$ cat src/rtl/itr_ctrl.sv
// itr_ctrl - interrupt controller in front of the core's single itr input.
//
// Latches rising edges on NSRC request lines as pending. A pending source is
// eligible when its mask bit and the global enable are both set. The lowest
// eligible index wins, and the controller issues a one-cycle itr pulse.
// Further interrupts are held off until software strobes eoi. After that, a
// guard gap of GAPCYC idle cycles passes before the controller re-arms.
//
// Ports
//   clk_i       system clock, rising edge
//   rst_ni      asynchronous reset, active low
//   src_i       request lines, rising-edge sensitive
//   hold_i      core not interruptible this cycle; defers firing
//   eoi_i       end-of-interrupt strobe, honoured only while in service
//   cfg_wr_i    load configuration register from cfg_data_i
//   cfg_data_i  [NSRC] global enable, [NSRC-1:0] mask (1 = enabled)
//   itr_o       interrupt pulse to the core, one cycle wide
//   vec_o       index of the source being serviced; held until next fire
//   pend_o      raw pending flags (mask not applied)
//   in_srv_o    high from the itr cycle until eoi is accepted
//
// state    | meaning
// ---------+-----------------------------------------------------------
// S_IDLE   | armed; fires on the first cycle with eligible work and no hold
// S_FIRE   | itr pulse cycle; vec already points at the winner
// S_SERVICE| waiting for software eoi; other edges only pend
// S_GAP    | guard gap after eoi; cnt_q counts down to zero
module itr_ctrl #(
  parameter  int NSRC   = 4,
  parameter  int GAPCYC = 2,
  localparam int NBVEC  = $clog2(NSRC)
) (
  input  logic             clk_i,
  input  logic             rst_ni,
  input  logic [NSRC-1:0]  src_i,
  input  logic             hold_i,
  input  logic             eoi_i,
  input  logic             cfg_wr_i,
  input  logic [NSRC:0]    cfg_data_i,
  output logic             itr_o,
  output logic [NBVEC-1:0] vec_o,
  output logic [NSRC-1:0]  pend_o,
  output logic             in_srv_o
);

  // The counter only ever holds GAPCYC-1 down to 0.
  localparam int CW = (GAPCYC > 1) ? $clog2(GAPCYC) : 1;

  typedef enum logic [1:0] {
    S_IDLE    = 2'd0,
    S_FIRE    = 2'd1,
    S_SERVICE = 2'd2,
    S_GAP     = 2'd3
  } state_e;

  state_e           state_q, state_d;
  logic [NSRC-1:0]  src_q;
  logic [NSRC-1:0]  pend_q, pend_d;
  logic [NSRC:0]    cfg_q, cfg_d;
  logic [NBVEC-1:0] vec_q, vec_d;
  logic [CW-1:0]    cnt_q, cnt_d;

  logic [NSRC-1:0]  elig;
  logic [NSRC-1:0]  win_oh;
  logic [NBVEC-1:0] winner;
  logic [NSRC-1:0]  clr;

  // Fixed priority: scan from the top so the lowest set index is kept last.
  always_comb begin
    elig   = pend_q & cfg_q[NSRC-1:0] & {NSRC{cfg_q[NSRC]}};
    winner = '0;
    win_oh = '0;
    for (int i = NSRC - 1; i >= 0; i--) begin
      if (elig[i]) begin
        winner    = NBVEC'(i);
        win_oh    = '0;
        win_oh[i] = 1'b1;
      end
    end
  end

  always_comb begin
    state_d = state_q;
    cnt_d   = cnt_q;
    vec_d   = vec_q;
    clr     = '0;
    unique case (state_q)
      S_IDLE: begin
        if ((|elig) && !hold_i) begin
          state_d = S_FIRE;
          vec_d   = winner;
          clr     = win_oh;
        end
      end
      S_FIRE: state_d = S_SERVICE;
      S_SERVICE: begin
        if (eoi_i) begin
          state_d = S_GAP;
          cnt_d   = CW'(GAPCYC - 1);
        end
      end
      S_GAP: begin
        if (cnt_q == '0) state_d = S_IDLE;
        else             cnt_d   = cnt_q - 1'b1;
      end
      default: state_d = S_IDLE;
    endcase
  end

  // A new edge on the source being cleared re-pends it (set beats clear).
  // Arbitration above reads cfg_q, so a same-cycle cfg write applies next cycle.
  always_comb begin
    pend_d = (pend_q & ~clr) | (src_i & ~src_q);
    cfg_d  = cfg_wr_i ? cfg_data_i : cfg_q;
  end

  always_ff @(posedge clk_i or negedge rst_ni) begin
    if (!rst_ni) begin
      state_q <= S_IDLE;
      src_q   <= '0;
      pend_q  <= '0;
      cfg_q   <= '0;
      vec_q   <= '0;
      cnt_q   <= '0;
    end else begin
      state_q <= state_d;
      src_q   <= src_i;
      pend_q  <= pend_d;
      cfg_q   <= cfg_d;
      vec_q   <= vec_d;
      cnt_q   <= cnt_d;
    end
  end

  assign itr_o    = (state_q == S_FIRE);
  assign in_srv_o = (state_q == S_FIRE) || (state_q == S_SERVICE);
  assign vec_o    = vec_q;
  assign pend_o   = pend_q;

endmodule

$ cat config.mk
export PLATFORM = sky130hd
export DESIGN_NAME = itr_ctrl
export DESIGN_NICKNAME = d
export VERILOG_FILES = /design/src/rtl/itr_ctrl.sv
export SDC_FILE = /design/constraint.sdc
export NUM_CORES = 1
export LEC_CHECK = 0
export CORE_UTILIZATION = 30
export DETAILED_ROUTE_END_ITERATION = 8
export PLACE_DENSITY = 0.58
export SYNTH_ARGS = -nofsm -noshare
export SYNTH_HDL_FRONTEND = slang
export SYNTH_SLANG_ARGS = --single-unit
$ cat constraint.sdc
create_clock -name clk_i -period 1.6 [get_ports clk_i]
set_input_delay 0.24 -clock clk_i [delete_from_list [all_inputs] [get_ports clk_i]]
set_output_delay 0.24 -clock clk_i [all_outputs]
set_load 0.02 [all_outputs]
==> results of run 1 <==
[layout make-up]
class	instances	share of cell area
inverters	11	0.0356
well taps	30	0.0324
clock buffers	4	0.0313
flip-flops and latches	18	0.389
multi-input cells	44	0.278
repair buffers	29	0.234
[registers in the layout, indices dropped and copies added, names as in the netlist]
register,count
cnt_q,1
cfg_q,5
src_q,4
vec_o,2
pend_o,4
state_q,2
[per-stage QoR]
stage | util | setup WS, ns | power, mW
finish | 0.459 | 0.0385 | 1.58
global route | 0.459 | -0.00710 | 1.71
CTS | 0.454 | 0.0125 | 1.60
detailed placement | 0.442 | -0.186 | 1.36
global placement | 0.442 | -0.169 | 1.34
floorplan | - | 0.0930 | 1.03
[layout by cell type, fill, tap and decap left out]
cell	n
sky130_fd_sc_hd__and2b_4	1
sky130_fd_sc_hd__clkbuf_4	3
sky130_fd_sc_hd__mux2_2	3
sky130_fd_sc_hd__clkdlybuf4s50_1	15
sky130_fd_sc_hd__mux2_1	1
sky130_fd_sc_hd__dlymetal6s2s_1	3
sky130_fd_sc_hd__dfrtp_1	18
sky130_fd_sc_hd__a32o_1	1
sky130_fd_sc_hd__o21ai_0	9
sky130_fd_sc_hd__o21ai_2	1
sky130_fd_sc_hd__o22ai_1	1
sky130_fd_sc_hd__mux2i_1	1
sky130_fd_sc_hd__a222oi_1	1
sky130_fd_sc_hd__a22o_4	1
sky130_fd_sc_hd__buf_2	1
sky130_fd_sc_hd__inv_1	11
sky130_fd_sc_hd__ha_2	2
sky130_fd_sc_hd__clkdlybuf4s15_1	1
sky130_fd_sc_hd__clkbuf_8	1
sky130_fd_sc_hd__nor2_1	1
sky130_fd_sc_hd__nand3_1	2
sky130_fd_sc_hd__ha_1	2
sky130_fd_sc_hd__o31ai_1	1
sky130_fd_sc_hd__dlygate4sd2_1	1
sky130_fd_sc_hd__a2bb2oi_1	1
sky130_fd_sc_hd__a22o_2	1
sky130_fd_sc_hd__nand2_1	10
sky130_fd_sc_hd__and3b_1	1
sky130_fd_sc_hd__a21oi_1	2
sky130_fd_sc_hd__a211oi_1	1
sky130_fd_sc_hd__buf_4	8
[metal layers]
| layer | up-vias | global-route usage | part of all wire |
|---|---|---|---|
| li1 | 321 | - | - |
| met4 | 0 | 0.0256 | 0.010 |
| met2 | 17 | 0.212 | 0.46 |
| met3 | 2 | 0.0650 | 0.071 |
| met5 | - | 0 | 0 |
| met1 | 310 | 0.160 | 0.46 |
[kinds of logic (layout without fill, tap and decap cells)]
group           count (synthesis)  count (layout)
compound gates                 20              20
flops                          18              18
simple gates                   15              15
buf+inv                        12              44
mux                             5               5
fa+ha+maj                       4               4
[worst paths after layout]
check	endpoint	slack, ns
worst max-delay path	state_q[1]	0.04
worst min register to register	pend_o[1]	0.42
worst min-delay path	src_q[1]	0.26
max in group asynchronous	cfg_q[4]	1.14
min in group clk_i	src_q[0]	0.40
worst max register to register	state_q[1]	0.04
[report_power, final]
part / leakage [nW] / switching, mW / total, mW / internal [mW]
Combinational: 0.310 / 0.325 / 0.673 / 0.348
Sequential: 0.203 / 0.0797 / 0.634 / 0.555
Clock: 0.0210 / 0.134 / 0.273 / 0.139
Total: 0.534 / 0.539 / 1.58 / 1.04
[what timing repair did]
item                                    CTS  global route
endpoints found under the setup margin    4             6
pin swaps                                 1             2
resized for setup                         6             6
==> impl.org, run 1 <==
** Run status
- The flow ran to the end, and the final reports show no timing, DRC or antenna violations.

** Clock tree
- Number of buffers on the longest clock path :: 2
- TritonCTS built the clock tree.
- Hold buffers post-CTS :: 0
- CTS buffer count :: 3
- Clock Sinks :: 18
- After clock tree synthesis, the clock-pin slew on the worst setup and hold paths is 0.10 ns.
- The root buffer cell chosen for the clock tree is sky130_fd_sc_hd__clkbuf_4.
- Buffer count from post-CTS setup fixing :: 0
- Later-pin clock latency in the skew report :: 0.29 ns
- Count of H-tree levels built during CTS :: 1

** Layout
- Excluding fillers, the count of instances in the completed layout stands at 136.
- Count of fill cells added during filler insertion :: 275
- Finished Cell Area :: 0.00116 sq mm
- The number of antenna diodes in the final layout is 0.
- Ratio of cells with drive above 1 in the final layout :: 0.208
- In the final design database the tool counted 125 nets.
- Registers take 450 sq um.
- Area of combinational cells with multiple inputs :: 322 sq um
- From synthesis to final layout, the design area changed by 42.7%.

** Timing
- RSZ-0062 raised after global routing :: yes
- Setup violations remaining at the end of the flow were counted as 0.
- Of the available clock period, the critical path in the final layout requires 0.976.
- Achievable Freq :: 640 MHz
- For the final routed database, the setup TNS stands at 0 ns.
- For the pin with the worst max-slew slack, the measured transition is 0.375 ns.
- The worst path needs 1.56 ns of the cycle, external delays included.
- Measured against its own limit, the worst slew margin works out to 0.750.
- Worst-case hold slack :: 0.262 ns
- On the final layout, the worst clock skew is 0.00174 ns.
- Final max-slew violation count :: 0
- Hold Fails Final Rpt :: 0

** Route
- Count of routing violations after the opening detailed-route iteration :: 7
- The routed layout has 650 vias.
- Drt pass-1 iters :: 4
- The detail route stage leaves a number of antenna-violating nets equal to 0.
- Total detailed-routing wirelength :: 1500 um
- Vias per inst :: 4.78
- Average wire per standard cell :: 11.0 um
- In the routed design, unresolved DRC markers number 0.

** Floorplan
- Chip width :: 54.0 um
- Total number of placement rows :: 18
- Top-Level Pins :: 22
- Chip height :: 54.0 um
- The floorplan step defined a die boundary enclosing 0.00292 sq mm.
- The initial utilization of the core area, before any placement, comes to 0.322.
- Placeable core area :: 0.00252 sq mm

** Synthesis
- Yosys Warn Count :: 0
- Adder and majority gate portion of the synthesized area :: 0.0616
- By area the synthesized netlist is led by sky130_fd_sc_hd__dfrtp_1 55%, sky130_fd_sc_hd__ha_1 6.2%, sky130_fd_sc_hd__o21ai_0 5.5%, sky130_fd_sc_hd__inv_1 5.1%, sky130_fd_sc_hd__nand2_1 4.6%.
- After technology mapping, the gate count stands at 74.
- Number of library cell types mapped by synthesis :: 23
- The share of synthesized area in the top cell type comes to 0.555.
- Counting flops and latches in the post-synthesis netlist gives 18.
- Mux contribution to synthesized area :: 0.0678
- Commonest cells in the synthesized netlist :: 18 x sky130_fd_sc_hd__dfrtp_1, 11 x sky130_fd_sc_hd__inv_1, 10 x sky130_fd_sc_hd__nand2_1
- Counting flops with a built-in enable in the synthesized netlist gives 0.
- Fraction of the yosys area taken by sequential cells :: 0.555
- Of the total synthesized cell area, the portion taken by AND, OR, NAND and NOR gates is 0.0863.
- For this run, asynchronously set or reset flops after synthesis account for 1.00.
- Among all cell types in the netlist, the one instantiated most often is sky130_fd_sc_hd__dfrtp_1.
- Synth Cell Area :: 812 sq um
- Prevailing post-synth register cell :: sky130_fd_sc_hd__dfrtp_1
- Each instance of the synthesized netlist takes up on average 11.0 sq um.
- By area, the combinational part of the netlist is dominated by compound AO/OA/AOI/OAI gates.
- The synthesized design spends more area on one cell type than any other, namely sky130_fd_sc_hd__dfrtp_1.
- Syn nets :: 92
- Of the total synthesized cell area, the portion taken by XOR and XNOR cells is 0.
- The area fraction in compound gates after synthesis came to 0.174.

** Worst setup path
- Required time of the worst setup path :: 1.78 ns
- The most critical setup path has its startpoint at state_q[0].
- The slowest stage of the critical path is the sky130_fd_sc_hd__dfrtp_1 cell.
- Cell chain of the critical path :: ha_1 > a222oi_1 > mux2_1
- For the worst flop-to-flop path, the logic depth is 3.
- Critical Path Sink Type :: flip-flop
- STA puts the critical path data arrival time at 1.74 ns.
- In this design, the stage delay of the slowest critical-path cell is 0.43 ns.
- The worst register-to-register path begins at state_q[0].
- Of all nets on the critical path, the largest fanout is 4.
- The worst setup path is launched from a flip-flop.
- Counting buffers and inverters, the worst setup path is 3 cells deep.
- Crit-path leading delay family :: flip-flops
- Classification of the worst setup path :: reg2reg
- The number of buffers and inverters on the critical path is 0.

** Run
- Max Cap Viol :: 0

** Placement
- Once placement completed, the tool counted placed cells totaling 132.
- Placed wire-length estimate :: 1180 um
- Port bufs :: 21
- Routability-driven placement finished with a final weighted congestion of 0.686.
- The placed instances occupy a cell area of 0.00112 sq mm.

** Min path
- The tightest min-delay check is of the in2async type.

** Global route
- The first global-routing pass estimated 2640 um of wire.
- Total overflow reported by the global router :: 0
- Via count of the first global-routing pass :: 611
- The number of antenna violations at the first check in global routing is 0.
- Entering global routing, the biggest net connects 19 pins.
- Total routing usage reported by global routing :: 0.132

** Pwr
- Across the VDD grid, the largest voltage drop is 0.657 mV.
- Static Leakage :: 0.534 nW
- Pwr per Cell Area :: 1360 mW/mm^2
Note: power is estimated with default switching activity, not from simulation.
==> inputs of run 2 (changes only) <==
- CORE_UTILIZATION: 30 -> 46
- CTS_CLUSTER_SIZE: not set -> 28
- PLACE_DENSITY: 0.58 -> 0.81
==> impl.org, run 2 (synthesized netlist as in run 1, its figures left out) <==
** Layout
- The number of nets in the final layout was 125 (unchanged).
- # diodes :: 0 (unchanged)
- Compared with the post-synthesis result, the final layout area differs by 40.1%.
- Commonest cells after routing, fill and taps aside :: 18 x sky130_fd_sc_hd__dfrtp_1, 15 x sky130_fd_sc_hd__clkdlybuf4s50_1, 10 x sky130_fd_sc_hd__inv_1, 10 x sky130_fd_sc_hd__nand2_1, 9 x sky130_fd_sc_hd__buf_4
- The final cell area excluding filler cells was 0.00114 sq mm (-1.8%).
- The ratio of cells with drive above 1 in the final layout is 0.236 (+0.0283).
- The number of flip-flops under the largest register name was 5 (unchanged).
- The final-layout fill cell count came to 112 (-59%).
- The library cell used most frequently in the layout, excluding fill and tap cells, is sky130_fd_sc_hd__dfrtp_1.
- The final cell count without fillers came to 122 (-10%).
- Ranked by flip-flop count, first place goes to cfg_q.

** Timing
- Achievable Freq :: 650 MHz (+1.5%)
- Slew of the pin with the lowest slew margin :: 0.424 ns (+0.0495 ns)
- The final-report max-slew violation count was 0 (unchanged).
- The worst slew margin relative to its limit was 0.717 (-0.0330).
- Worst clock skew :: 0.00218 ns (+0.000439 ns)
- The final hold violation count was 0 (unchanged).
- RSZ-0062 raised after global routing :: yes
- The sum of negative setup slack was 0 ns (unchanged).
- The final worst slack is 0.0617 ns (+0.0232 ns).
- Number of failing setup endpoints in the final timing report :: 0 (unchanged)
- Share of the clock period used by the worst path after layout :: 0.961 (-0.0145)
- Clock period minus worst slack :: 1.54 ns (-0.0232 ns)

** Global route
- Total overflow reported by the global router :: 0 (unchanged)
- The number of global-route vias before repair is 682 (+12%).
- The maximum number of pins on one net before global-route repair was 19 (unchanged).
- The wire length of the first global-routing pass came to 2770 um (+4.7%).
- The number of antenna violations at the first check in global routing came to 0 (unchanged).
- Total routing usage reported by global routing :: 0.199 (+0.0676)

** Worst setup path
- The logic depth of the worst register-to-register path came to 3 (unchanged).
- Crit-path leading delay family :: compound AO/OA/AOI/OAI gates
- CP startpoint kind :: flip-flop
- Traced cell by cell, the critical path runs through ha_2 > a222oi_1 > mux2_1.
- Required time of the worst setup path :: 1.79 ns (about the same)
- Critical Path Sink Type :: flip-flop
- The slowest stage of the critical path belongs to the cell sky130_fd_sc_hd__a222oi_1.
- Worst path bufs/invs :: 0 (unchanged)
- Critical path peak fanout :: 4 (unchanged)
- In this run the critical register-to-register path is launched from state_q[0].
- The worst register-to-register path ends at state_q[1].
- Worst reg2reg setup slack :: 0.06 ns (+0.02 ns)
- Number of cells on the critical path :: 3 (unchanged)
- The data arrival at the endpoint of the critical path was 1.73 ns (about the same).
- Classification of the worst setup path :: reg2reg
- The biggest cell delay along the critical path was 0.43 ns (about the same).

** Route
- The sum of routed wire length over all layers came to 1640 um (+9.0%).
- Remaining antenna violation count :: 0 (unchanged)
- The number of detailed-routing iterations run before antenna repair came to 6 (+2).
- The routed length per placed instance came to 13.4 um (+22%).
- The number of vias per cell after detailed routing came to 5.23 (+9.4%).
- Routed vias :: 638 (-1.8%)
- Count of routing violations after the opening detailed-route iteration :: 16 (+9)
- The residual DRC count was 0 (unchanged).

** Pwr
- Worst vdd ir :: 0.951 mV (+45%)
- The areal power density over the cells was 1420 mW/mm^2 (+4.3%).
- The static leakage came to 0.530 nW (-0.80%).

** Clock tree
- Clock Sinks :: 18 (unchanged)
- The post-cts hold buffer count came to 0 (unchanged).
- The maximum level of the CTS H-tree was 1 (unchanged).
- Clk pin slew, worst setup/hold paths :: 0.11 ns (about the same)
- CTS tree :: built
- Number of buffers on the longest clock path :: 2 (unchanged)
- Cell chosen for the clock root :: sky130_fd_sc_hd__clkbuf_4
- Later-pin clock latency in the skew report :: 0.29 ns (about the same)
- CTS buffer count :: 3 (unchanged)

** Floorplan
- The area enclosed by the die boundary was 0.00194 sq mm (-34%).
- The placement row count was 14 (-4).
- The top-level I/O count was 22 (unchanged).
- Chip height :: 44.0 um (-19%)
- Starting utilization of the core area :: 0.515 (+0.193)
- The horizontal die dimension is 44.0 um (-19%).
- Placeable core area :: 0.00158 sq mm (-38%)

** Placement
- Placed wire-length estimate :: 1260 um (+6.8%)
- Placed cell count :: 118 (-11%)
- The standard cell area after detailed placement was 0.00110 sq mm (-1.6%).
- The worst setup slack before clock tree synthesis was -0.220 ns (-0.0344 ns).
- The number of buffer cells added on primary ports came to 21 (unchanged).
- GP Congestion :: 0.897 (+31%)

** Min path
- Min-Delay Path Class :: in2async

** Run status
- Run status :: finished clean

** Run
- The reported max-cap violation count was 0 (unchanged).
-- run 2: area by class of cell --
class,count,area [sq um],area share
Clock buffer,4,36.3,0.0319
Inverter,11,41.3,0.0363
Multi-Input combinational cell,44,324,0.285
Sequential cell,18,450,0.396
Tap cell,16,20.0,0.0176
Timing Repair Buffer,29,265,0.233
-- run 2: worst max path at each step --
stage / endpoint / from
after floorplan: state_q[1] / pend_o[1]
after global placement: state_q[1] / hold_i
after detailed placement: state_q[1] / hold_i
after CTS: state_q[1] / state_q[0]
after global routing: state_q[1] / state_q[1]
final: state_q[1] / state_q[0]
-- run 2: where the power goes --
| group | internal, mW | switching [mW] | total, mW |
|---|---|---|---|
| Clock | 0.139 | 0.144 | 0.283 |
| Combinational | 0.358 | 0.342 | 0.701 |
| Sequential | 0.554 | 0.0802 | 0.635 |
-- run 2: per-layer routing --
| metal | routed length, um | up-vias | GRT usage |
|---|---|---|---|
| met3 | 58 | 4 | 0.0408 |
| met5 | 0 | - | 0 |
| met4 | 37 | 0 | 0.109 |
| met1 | 765 | 300 | 0.244 |
| li1 | - | 318 | - |
| met2 | 775 | 16 | 0.329 |
-- run 2: repair_timing --
action / 4_1_cts / 5_1_grt
gates resized for setup: 7 / 10
pin swaps: 0 / 2
setup buffers: 0 / 0
endpoints found under the setup margin: 4 / 7
-- run 2: per-stage QoR --
stage	hold WS, ns	total power [mW]	util
6_report	0.264	1.62	0.721
4_1_cts	0.266	1.63	0.719
3_5_place_dp	0.410	1.36	0.697
5_1_grt	0.271	1.73	0.721
3_3_place_gp	0.403	1.33	0.697
2_1_floorplan	-0.0556	1.03	-
